### config.mk
export PLATFORM = sky130hd
export DESIGN_NAME = game_ctrl
export DESIGN_NICKNAME = d
export VERILOG_FILES = /design/src/rtl/game_ctrl.sv
export SDC_FILE = /design/constraint.sdc
export NUM_CORES = 1
export LEC_CHECK = 0
export CAP_MARGIN = 25
export CORE_MARGIN = 2
export CORE_UTILIZATION = 47
export DETAILED_ROUTE_END_ITERATION = 7
export GPL_ROUTABILITY_DRIVEN = 0
export HOLD_SLACK_MARGIN = 0.03
export PLACE_DENSITY = 0.76
export SETUP_SLACK_MARGIN = 0.02
export SLEW_MARGIN = 10
export SYNTH_ARGS = -nofsm -noshare
export SYNTH_HDL_FRONTEND = slang
export SYNTH_SLANG_ARGS = --single-unit
### constraint.sdc
create_clock -name clk -period 2 [get_ports clk]
set_input_delay 0.2 -clock clk [delete_from_list [all_inputs] [get_ports clk]]
set_output_delay 0.2 -clock clk [all_outputs]
set_load 0.01 [all_outputs]
### src/rtl/game_ctrl.sv
// game_ctrl: session-level controller for the whack-a-mole round block.
// Accepts the player's start, hands per-level round configuration to the
// round block, starts each round, tallies hits into a saturating score and
// decides after each round whether to advance a level, win, or end the game.
module game_ctrl #(
  parameter int          NUM_LEVELS    = 4,
  parameter logic [26:0] BASE_INTERVAL = 27'd50_000_000,
  parameter logic [26:0] BASE_DURATION = 27'd50_000_000,
  parameter int          BASE_MOLES    = 3,
  parameter int          PASS_HITS     = 2,
  parameter logic [26:0] GAP_CYCLES    = 27'd25_000_000,
  parameter int          ACK_TIMEOUT   = 15,
  parameter int          SCORE_W       = 8
) (
  input  logic               clk,
  input  logic               rst,
  input  logic               start,
  input  logic               round_over,
  input  logic               hit_success,
  output logic               round_start,
  output logic [26:0]        interval,
  output logic [26:0]        duration,
  output logic [2:0]         molenum,
  output logic [2:0]         level,
  output logic [SCORE_W-1:0] score,
  output logic               playing,
  output logic               game_won,
  output logic               error
);

  typedef enum logic [2:0] {
    S_IDLE,
    S_ISSUE,
    S_WAIT_ACK,
    S_RUN,
    S_EVAL,
    S_GAP,
    S_OVER
  } state_t;

  localparam logic [2:0] LAST_LEVEL = 3'(NUM_LEVELS - 1);
  localparam logic [3:0] PASS_MIN   = 4'(PASS_HITS);
  localparam logic [7:0] ACK_MAX    = 8'(ACK_TIMEOUT);

  state_t             state;
  state_t             state_next;

  logic [2:0]         level_q;
  logic [SCORE_W-1:0] score_q;
  logic [2:0]         round_hits;
  logic               game_won_q;
  logic               error_q;
  logic               round_start_q;
  logic [7:0]         ack_cnt;
  logic [26:0]        gap_cnt;
  logic [26:0]        interval_q;
  logic [26:0]        duration_q;
  logic [2:0]         molenum_q;

  // Control strobes decoded by the next-state logic
  logic               start_game;
  logic               fire;
  logic               ack_fail;
  logic               count_hit;
  logic               advance;
  logic               win;
  logic               eval_done;
  logic               gap_done;
  logic               state_entry;

  // Score saturates at all-ones rather than wrapping
  function automatic logic [SCORE_W-1:0] sat_score(input logic [SCORE_W-1:0] v);
    return (&v) ? v : v + 1'b1;
  endfunction

  // Per-round hit tally saturates at 7
  function automatic logic [2:0] sat_hits(input logic [2:0] v);
    return (&v) ? v : v + 3'd1;
  endfunction

  function automatic logic [26:0] cfg_interval(input logic [2:0] lvl);
    return BASE_INTERVAL >> lvl;
  endfunction

  function automatic logic [26:0] cfg_duration(input logic [2:0] lvl);
    return BASE_DURATION >> lvl;
  endfunction

  // Moles per round grow by one per level, capped at the 3-bit maximum
  function automatic logic [2:0] cfg_molenum(input logic [2:0] lvl);
    logic [3:0] m;
    m = 4'(BASE_MOLES) + {1'b0, lvl};
    return (m > 4'd7) ? 3'd7 : m[2:0];
  endfunction

  assign gap_done    = (GAP_CYCLES == 27'd0) || (gap_cnt == GAP_CYCLES - 27'd1);
  assign state_entry = (state_next != state);

  // State register
  always_ff @(posedge clk) begin
    if (rst) state <= S_IDLE;
    else     state <= state_next;
  end

  // Next-state decode and per-state control strobes
  always_comb begin
    state_next = state;
    start_game = 1'b0;
    fire       = 1'b0;
    ack_fail   = 1'b0;
    count_hit  = 1'b0;
    advance    = 1'b0;
    win        = 1'b0;
    eval_done  = 1'b0;
    case (state)
      S_IDLE, S_OVER: begin
        if (start) begin
          start_game = 1'b1;
          state_next = S_ISSUE;
        end
      end
      S_ISSUE: begin
        // Only kick the round block once it reports idle
        if (round_over) begin
          fire       = 1'b1;
          state_next = S_WAIT_ACK;
        end
      end
      S_WAIT_ACK: begin
        if (!round_over) begin
          state_next = S_RUN;
        end else if (ack_cnt == ACK_MAX) begin
          ack_fail   = 1'b1;
          state_next = S_OVER;
        end
      end
      S_RUN: begin
        // A hit landing in the same cycle as round_over rising still counts
        count_hit = hit_success;
        if (round_over) state_next = S_EVAL;
      end
      S_EVAL: begin
        eval_done = 1'b1;
        if ({1'b0, round_hits} >= PASS_MIN) begin
          if (level_q == LAST_LEVEL) begin
            win        = 1'b1;
            state_next = S_OVER;
          end else begin
            advance    = 1'b1;
            state_next = S_GAP;
          end
        end else begin
          state_next = S_OVER;
        end
      end
      S_GAP: begin
        if (gap_done) state_next = S_ISSUE;
      end
      default: state_next = S_IDLE;
    endcase
  end

  // One-cycle round_start pulse, registered so it is glitch-free at the round block
  always_ff @(posedge clk) begin
    if (rst) round_start_q <= 1'b0;
    else     round_start_q <= fire;
  end

  // Ack-timeout and inter-round gap counters, zeroed on every state change
  always_ff @(posedge clk) begin
    if (rst || state_entry) begin
      ack_cnt <= 8'd0;
      gap_cnt <= 27'd0;
    end else begin
      if (state == S_WAIT_ACK) ack_cnt <= ack_cnt + 8'd1;
      if (state == S_GAP)      gap_cnt <= gap_cnt + 27'd1;
    end
  end

  // Game progress: level, score, round hit tally and end-of-game flags
  always_ff @(posedge clk) begin
    if (rst) begin
      level_q    <= 3'd0;
      score_q    <= '0;
      round_hits <= 3'd0;
      game_won_q <= 1'b0;
      error_q    <= 1'b0;
    end else if (start_game) begin
      level_q    <= 3'd0;
      score_q    <= '0;
      round_hits <= 3'd0;
      game_won_q <= 1'b0;
      error_q    <= 1'b0;
    end else begin
      if (count_hit) begin
        round_hits <= sat_hits(round_hits);
        score_q    <= sat_score(score_q);
      end
      if (eval_done) round_hits <= 3'd0;
      if (advance)   level_q    <= level_q + 3'd1;
      if (win)       game_won_q <= 1'b1;
      if (ack_fail)  error_q    <= 1'b1;
    end
  end

  // Round configuration: changes only between rounds (on level advance or a
  // fresh game), so it is stable whenever the round block samples it
  always_ff @(posedge clk) begin
    if (rst || start_game) begin
      interval_q <= cfg_interval(3'd0);
      duration_q <= cfg_duration(3'd0);
      molenum_q  <= cfg_molenum(3'd0);
    end else if (advance) begin
      interval_q <= cfg_interval(level_q + 3'd1);
      duration_q <= cfg_duration(level_q + 3'd1);
      molenum_q  <= cfg_molenum(level_q + 3'd1);
    end
  end

  assign round_start = round_start_q;
  assign interval    = interval_q;
  assign duration    = duration_q;
  assign molenum     = molenum_q;
  assign level       = level_q;
  assign score       = score_q;
  assign game_won    = game_won_q;
  assign error       = error_q;
  assign playing     = (state == S_ISSUE) || (state == S_WAIT_ACK) || (state == S_RUN) ||
                       (state == S_EVAL)  || (state == S_GAP);

endmodule

## Word-level counts from Yosys, hierarchy flattened

Cells that the tools add are included.

- $add $sub $neg: 6
- $lt $le $gt $ge: 2
- Eq/ne operators: 10
- Shift operators: 1
- Muxes and demuxes: 24
- Bitwise logic cells: 3
- Reduce and logical (&&, ||, !) cells: 15

Operator list:

| operator | number |
|---|---|
| adder 27 x 1 -> 27 bit, second input constant | 1 |
| == test 27 x 25 -> 1 bit, second input constant | 1 |
| right shift 26 x 3 -> 27 bit, first input constant | 1 |
| 2-to-1 mux 3 bit | 8 |
| case mux 3 bit (6 select lines) | 1 |
| adder 8 x 1 -> 8 bit, second input constant | 2 |
| 2-to-1 mux 1 bit | 14 |
| == test 3 x 2 -> 1 bit, second input constant | 3 |
| == test 3 bit, second input constant | 3 |
| == test 8 x 4 -> 1 bit, second input constant | 1 |
| AND reduction 8 bit | 1 |
| adder 3 x 1 -> 3 bit, second input constant | 2 |
| logical OR 1 bit | 6 |
| OR reduction 2 bit | 3 |
| adder 2 x 3 -> 4 bit, first input constant | 1 |
| > comparator 4 x 3 -> 1 bit, second input constant | 1 |
| AND reduction 2 bit | 2 |
| == test 3 x 1 -> 1 bit, second input constant | 1 |
| greater-or-equal comparator 3 x 2 -> 1 bit, second input constant | 1 |
| zero test 3 bit | 1 |
| != test 3 bit | 1 |
| NOT 1 bit | 3 |
| AND reduction 3 bit | 1 |
| OR reduction 3 bit | 1 |
| 2-to-1 mux 2 bit | 1 |

- Register bits after elaboration: 85
- Bits of input ports: 5
- Output and inout port bits: 72
- Logic and storage cells: 72

## Logic depth before layout (Yosys ltp)

Gate-level depths: netlist (run 1).

- Word-level depth: 6
- Depth in mapped cells: 8
- Gate-level depth less buffers: 7

## Worst setup path after synthesis (run 1)

Ideal clock, no wire load.

- Kind: reg-to-reg
- Start point: reg, netlist name duration[8]
- End point: reg duration_q[20], in the netlist duration[20]
- Setup time: 137 ps
- Arrival time: 1859 ps
- Required time: 1863 ps
- Setup slack: 4 ps
- Cell stages (with the launch flop): 8
- Path buffers: 2
- Clock period less this slack: 1996 ps
- Path through: dfxtp_1 inv_1 ha_1 or4_1 clkbuf_1 clkbuf_1 nor3_1 o21ai_0

RTL lines:

| item | line | text |
|---|---|---|
| to (signal assigned) | 211 | `duration_q <= cfg_duration(3'd0);` |
| to (signal assigned) | 215 | `duration_q <= cfg_duration(level_q + 3'd1);` |
| to (decl) | 57 | `logic [26:0] duration_q;` |

## Worst setup path after layout (run 1)

- Start point: reg gap_cnt[22]
- End point: reg ack_cnt[2]

- Longest elaborated chain between the ends: 5

RTL lines:

| item | line | text |
|---|---|---|
| from (decl) | 55 | `logic [26:0] gap_cnt;` |
| from (signal assigned) | 176 | `if (state == S_GAP) gap_cnt <= gap_cnt + 27'd1;` |
| == test 27 x 25 -> 1 bit | 96 | `assign gap_done = (GAP_CYCLES == 27'd0) \|\| (gap_cnt == GAP_CYCLES - 27'd1);` |
| 2-to-1 mux 3 bit | 157 | `if (gap_done) state_next = S_ISSUE;` |
| case mux 3 bit (6 select lines) | 115 | `case (state)` |
| != test 3 bit | 97 | `assign state_entry = (state_next != state);` |
| logical OR 1 bit | 171 | `if (rst \|\| state_entry) begin` |
| to (signal assigned) | 175 | `if (state == S_WAIT_ACK) ack_cnt <= ack_cnt + 8'd1;` |
| to (decl) | 54 | `logic [7:0] ack_cnt;` |

Every way passes these cells.
A chain may end at the register's enable or synchronous reset.

==> reports/results.txt, run 1 <==
Slew Viols, Final: 0
Hold Slack: 0.450 ns
Syn Std Cell Area: 4030 um^2
Via density: 5.29
Final wirelength: 9080 um
Post-CTS Hold Buffers: 0
Post-synth EDFFs: 0
Cells taking the most area after synthesis: dfxtp_1 (41%), nor2_1 (6.6%), buf_4 (5.6%), ha_1 (5.0%), xor2_1 (4.8%)
CTS buffer count: 9
Pre-CTS setup slack: -0.0741 ns
Slew margin rel.: 56.5%
Commonest cells post-synth: dfxtp_1 (82), nor2_1 (71), nand2_1 (51)
Vias in the first global route: 3350
Boundary pin count: 77
Hold Path Sink: error
Warning count from the yosys run: 0
Max-cap violations: 0
Hold Path Depth: 2
Vias: 3494
Initial core utilization: 48.8%
Die X: 96.6 um
Hold Fails Final Rpt: 0
R2r endpoint: ack_cnt[2]
Reg2reg path depth: 6
Clock Tree Root: clkbuf_8
Tmin final: 1.89 ns
Global-route wire length before repair: 15800 um
Worst EP arrival: 2.13 ns
Die height: 96.6 um
Layout cells sized above 1: 11.9%
Clock buffer depth: 2
Reg2Reg Setup Slack: 0.11 ns
Area growth syn-to-layout: 26.3%
Final antenna-violating net count: 0
Post-Syn Instances: 486
Worst setup SP type: flop
Fmax achieved: 528 MHz
Num rows: 33
Final setup viols: 0
Post-synth cell types: 47
Worst Hold Launch: error
Crit Path Class: flop to flop
Clock Sinks: 82
Worst slew pin tran: 0.648 ns
Max FO, Critical Path: 7
Initial antenna violation count: 0
Leak: 1.87 nW
Hold Path Class: flop to flop
Required @ worst endpoint: 2.24 ns
Sequential area share after synthesis: 40.7%
Router iterations before antenna repair: 4
Largest area contributor in the netlist: dfxtp_1
Final #Nets: 571
Outcome: completed
Final worst path period share: 94.6%
RSZ-0062 raised after global routing: false
Most common cell in the netlist: dfxtp_1
Peak VDD IR: 0.309 mV
N_diodes: 0
Die area: 9330 um^2
Seq cells post-synth: 82
Grt ovf: 0
Power per cell area: 606 nW/um^2
Later-pin clock latency in the skew report: 0.35 ns
Dpl hpwl: 6630 um
Avg WL per Cell: 13.8 um
Drt drc: 0
RR Startpoint: gap_cnt[22]
Main synth FF type: dfxtp_1
IO buf count: 74
Mean Syn Cell Area: 8.29 um^2
Max Clock Skew: 0.0112 ns
Total track usage: 19.8%
Largest net degree at the start of global routing: 27
Htree depth: 3
FFs w/ async S/R, synth: 0%
DRT iter0 DRCs: 142
Clock transition at path regs: 0.08 ns
Top-area cell type share of the netlist area: 40.7%
Worst setup slack after layout: 0.108 ns
CTS tree: done
Core Region: 8260 um^2
Endpoint class of the critical path: flop
-- layout make-up --
class	instances	area (um^2)
inverter	8	30.0
clock inverter	4	33.8
sequential	82	1650
multi-input combinational	342	2050
timing repair buffer	107	1030
clock buffer	12	165
tap	105	131
fill	702	3170
-- metal layers --
metal	vias up	part of all wire [%]	track usage, %
met5	-	0	0
met4	0	1.3	7.15
met3	10	4.0	4.12
met2	74	50	33.6
met1	1656	45	24.9
li1	1754	-	-
-- where the power goes --
group | switching, W | internal [W] | total, W
Clock | 0.000602 | 0.000562 | 0.00116
Sequential | 0.00000745 | 0.00164 | 0.00165
Combinational | 0.000161 | 0.000108 | 0.000269
-- stage by stage --
step | setup TNS [ns] | std cells | util (%) | instance area (um^2) | total power (W)
floorplan | 0 | 487 | - | 4040 | 0.00185
global placement | -0.0698 | 644 | 58.9 | 4860 | 0.00195
detailed placement | -0.618 | 644 | 58.9 | 4860 | 0.00196
CTS | 0 | 660 | 61.3 | 5060 | 0.00312
global route | 0 | 660 | 61.6 | 5090 | 0.00322
finish | 0 | 660 | 61.6 | 5090 | 0.00308
-- state kept, by name (all words and copies together), names as in the netlist --
register	flops
level	2
game_won	1
error	1
round_start	1
gap_cnt	27
duration	26
molenum	2
state	3
ack_cnt	8
score	8
round_hits	3
-- worst max-delay path, stage by stage (launching register included) --
cell     delay, ns
dfxtp_2       0.35
nand2_1       0.11
or4_1         0.55
or4_1         0.44
nand3_2       0.12
buf_4         0.16
nor2_1        0.05
-- cells by family (layout without fill, tap and decap cells) --
group / after synthesis / after routing / share of synthesized area (%)
and+or+nand+nor: 222 / 222 / 26.5
DFF: 82 / 82 / 40.7
buffers and inverters: 63 / 131 / 9.12
AOI/OAI and AO/OA: 57 / 57 / 8.63
xor gates and xnor gates: 38 / 38 / 8.26
adders and majority gates: 16 / 16 / 4.97
muxes: 7 / 7 / 1.74
other: 1 / 2 / 0.0930
-- cell usage in the layout (no fill, tap or decap), types with 4 or more instances in the layout --
cell              n
xnor2_1          16
inv_1             8
a21oi_1          23
nor2_1           71
nand3_1          30
dfxtp_1          77
nand2_1          50
o21ai_0          11
clkbuf_8         12
mux2i_1           7
buf_4            29
nand2b_1          5
nor4_1            7
xor2_1           22
nand4_1          11
ha_1             15
clkdlybuf4s50_1  73
nor2b_1           4
nor3_1           21
dfxtp_2           5
a211oi_1          6
-- what timing repair did --
| action | 4_1_cts | 5_1_grt |
|---|---|---|
| setup endpoints to repair | 0 | 39 |
| buffers inserted | 0 | 0 |
| resized for setup | 0 | 10 |
| endpoints found under the hold margin | 0 | 0 |
-- worst max path at each step --
| stage | from | to | slack [ns] | cells past startpoint |
|---|---|---|---|---|
| 6_report | gap_cnt[22] | ack_cnt[2] | 0.11 | 6 |
| 5_1_grt | level[0] | duration[10] | 0.02 | 7 |
| 4_1_cts | state[2] | playing | 0.02 | 5 |
| 3_5_place_dp | start | gap_cnt[4] | -0.07 | 7 |
| 3_3_place_gp | start | gap_cnt[10] | -0.01 | 7 |
| 2_1_floorplan | level[1] | duration[20] | 0.05 | 7 |
Power figures use the tool's default switching activity.
==> run 2, diff against run 1 <==
--- a/config.mk
+++ b/config.mk
@@ -5,7 +5,9 @@
 export SDC_FILE = /design/constraint.sdc
 export NUM_CORES = 1
 export LEC_CHECK = 0
+export ABC_CLOCK_PERIOD_IN_PS = 2000
 export CAP_MARGIN = 25
+export CORE_ASPECT_RATIO = 0.9
 export CORE_MARGIN = 2
 export CORE_UTILIZATION = 47
 export DETAILED_ROUTE_END_ITERATION = 7
==> reports/results.txt, run 2 (synthesis gave the netlist of run 1 again) <==
Outcome: completed (unchanged)
Router iterations before antenna repair: 4 (unchanged)
RR Startpoint: level[0] (was gap_cnt[22])
Placed insts: 661 (was 644)
R2r endpoint: duration[9] (was ack_cnt[2])
Hold Path Depth: 2 (unchanged)
Hold Slack: 0.457 ns (was 0.450 ns)
Leak: 1.89 nW (was 1.87 nW)
Boundary pin count: 77 (unchanged)
Initial antenna violation count: 0 (unchanged)
Top delay family on crit path: simple AND/OR/NAND/NOR gates (unchanged)
Clock transition at path regs: 0.09 ns (was 0.08 ns)
Switch Pwr: 0.000797 W (was 0.000770 W)
Grt ovf: 0 (unchanged)
Most frequent cells in the layout: dfxtp_1 (78), clkdlybuf4s50_1 (74), nor2_1 (71) (was dfxtp_1 (77), clkdlybuf4s50_1 (73), nor2_1 (71))
Hold Fails Final Rpt: 0 (unchanged)
Dpl hpwl: 6570 um (was 6630 um)
Clock Tree Root: clkbuf_8 (unchanged)
Largest register FFs: 27 (unchanged)
Worst EP arrival: 2.20 ns (was 2.13 ns)
RSZ-0062 raised after global routing: true (was false)
N_diodes: 0 (unchanged)
Commonest non-fill, non-tap cell in the layout: dfxtp_1 (unchanged)
Slew Viols, Final: 0 (unchanged)
Power per cell area: 589 nW/um^2 (was 606 nW/um^2)
CTS buffer count: 9 (unchanged)
Max Clock Skew: 0.00854 ns (was 0.0112 ns)
Seq pwr share: 54.4% (was 53.5%)
Core Region: 8450 um^2 (was 8260 um^2)
Clock Sinks: 82 (unchanged)
Global-route wire length before repair: 15100 um (was 15800 um)
Critical-path top delay cell: or4_1 (unchanged)
Drt drc: 0 (unchanged)
DRT iter0 DRCs: 223 (was 142)
Tmin final: 1.95 ns (was 1.89 ns)
Initial core utilization: 47.7% (was 48.8%)
Peak VDD IR: 0.390 mV (was 0.309 mV)
Combinational Power Share: 9.0% (was 8.7%)
Die X: 102 um (was 96.6 um)
Post-route insts no fill: 679 (was 660)
Worst slew pin tran: 0.652 ns (was 0.648 ns)
Reg2Reg Setup Slack: 0.05 ns (was 0.11 ns)
Buf/Inv on CP: 1 (unchanged)
Final worst path period share: 97.5% (was 94.6%)
Avg WL per Cell: 13.7 um (was 13.8 um)
Vias: 3545 (was 3494)
Fmax achieved: 513 MHz (was 528 MHz)
Worst Hold Launch: error (unchanged)
Area growth syn-to-layout: 28.2% (was 26.3%)
Via density: 5.22 (was 5.29)
IO buf count: 74 (unchanged)
Sw Ratio: 26.2% (was 25.0%)
Clk pwr share: 36.6% (was 37.8%)
Hold Path Class: flop to flop (unchanged)
Final #Nets: 576 (was 571)
Endpoint class of the critical path: flop (unchanged)
Critical Path Most Common Cell: ha_1 (was or4_1)
Max FO, Critical Path: 26 (was 7)
Final wirelength: 9270 um (was 9080 um)
Htree depth: 3 (unchanged)
Layout cells sized above 1: 12.7% (was 11.9%)
Worst setup SP type: flop (unchanged)
Final antenna-violating net count: 0 (unchanged)
Clock buffer depth: 2 (unchanged)
Later-pin clock latency in the skew report: 0.36 ns (was 0.35 ns)
Slew margin rel.: 56.3% (was 56.5%)
Die area: 9340 um^2 (was 9330 um^2)
Total track usage: 19.9% (was 19.8%)
Top reg by flops: gap_cnt (unchanged)
Num rows: 32 (was 33)
Reg2reg path depth: 6 (unchanged)
CP max stage delay: 0.53 ns (was 0.55 ns)
Post-CTS Hold Buffers: 0 (unchanged)
Crit Path Class: flop to flop (unchanged)
Hold Path Sink: error (unchanged)
Largest net degree at the start of global routing: 34 (was 27)
Fillers: 708 (was 702)
Int Pwr: 0.00225 W (was 0.00231 W)
CTS tree: done (unchanged)
Max-cap violations: 0 (unchanged)
Required @ worst endpoint: 2.25 ns (was 2.24 ns)
CP Cell Sequence: ha_1 > ha_1 > or4_1 > buf_6 > a211oi_1 > nor3_1 (was nand2_1 > or4_1 > or4_1 > nand3_2 > buf_4 > nor2_1)
Final setup viols: 0 (unchanged)
Die height: 91.9 um (was 96.6 um)
Vias in the first global route: 3296 (was 3350)
run 2: area by class of cell:
| class | instances | area [um^2] | area share [%] |
|---|---|---|---|
| Sequential cell | 82 | 1650 | 31.8 |
| Tap cell | 119 | 149 | 2.88 |
| Inverter | 8 | 30.0 | 0.581 |
| Clock inverter | 5 | 37.5 | 0.726 |
| Multi-Input combinational cell | 342 | 2060 | 39.9 |
| Timing Repair Buffer | 112 | 1100 | 21.3 |
| Clock buffer | 11 | 141 | 2.73 |
run 2: per-layer routing:
metal,GRT usage (%),vias up,share of wire (%)
met5,0,-,0
met4,5.74,0,1.0
met3,4.88,10,4.3
met2,33.3,83,50
met1,25.2,1683,45
li1,-,1769,-
run 2: worst reg2reg max path, cell delays in order, from the launching register on:
cell and delay (ns):
dfxtp_1 0.32, ha_1 0.20, ha_1 0.22, or4_1 0.53, buf_6 0.20, a211oi_1 0.29
nor3_1 0.08
run 2: through the flow:
stage               instance area, um^2  setup slack [ns]  util (%)  TNS [ns]  total power [W]
finish                             5170            0.0506      61.2         0          0.00305
global route                       5170           -0.0966      61.2    -0.167          0.00317
detailed placement                 4920           -0.0887      58.2    -0.760          0.00196
global placement                   4920           -0.0177      58.2    -0.107          0.00196
CTS                                5100            0.0389      60.3         0          0.00306
floorplan                          4040            0.0500         -         0          0.00185
run 2: power by group through the flow:
| stage | combinational [W] | sequential [W] | clock (W) |
|---|---|---|---|
| after floorplan | 0.000166 | 0.00169 | 0 |
| after CTS | 0.000268 | 0.00166 | 0.00114 |
| final | 0.000275 | 0.00166 | 0.00111 |
| after detailed placement | 0.000267 | 0.00169 | 0 |
| after global routing | 0.000305 | 0.00166 | 0.00121 |
| after global placement | 0.000264 | 0.00169 | 0 |
run 2: worst max path at each step:
stage               start           end  cells past startpoint
6_report         level[0]   duration[9]                      6
3_5_place_dp        start   gap_cnt[15]                      7
3_3_place_gp        start    gap_cnt[2]                      7
5_1_grt          level[0]   duration[9]                      6
2_1_floorplan    level[1]  duration[20]                      7
4_1_cts        gap_cnt[8]   gap_cnt[20]                      6
run 2: what timing repair did:
item / in CTS / in global routing
pin swaps: 0 / 1
setup buffers: 0 / 1
endpoints found under the setup margin: 1 / 43
gates cloned: 0 / 1
gates resized for setup: 1 / 10
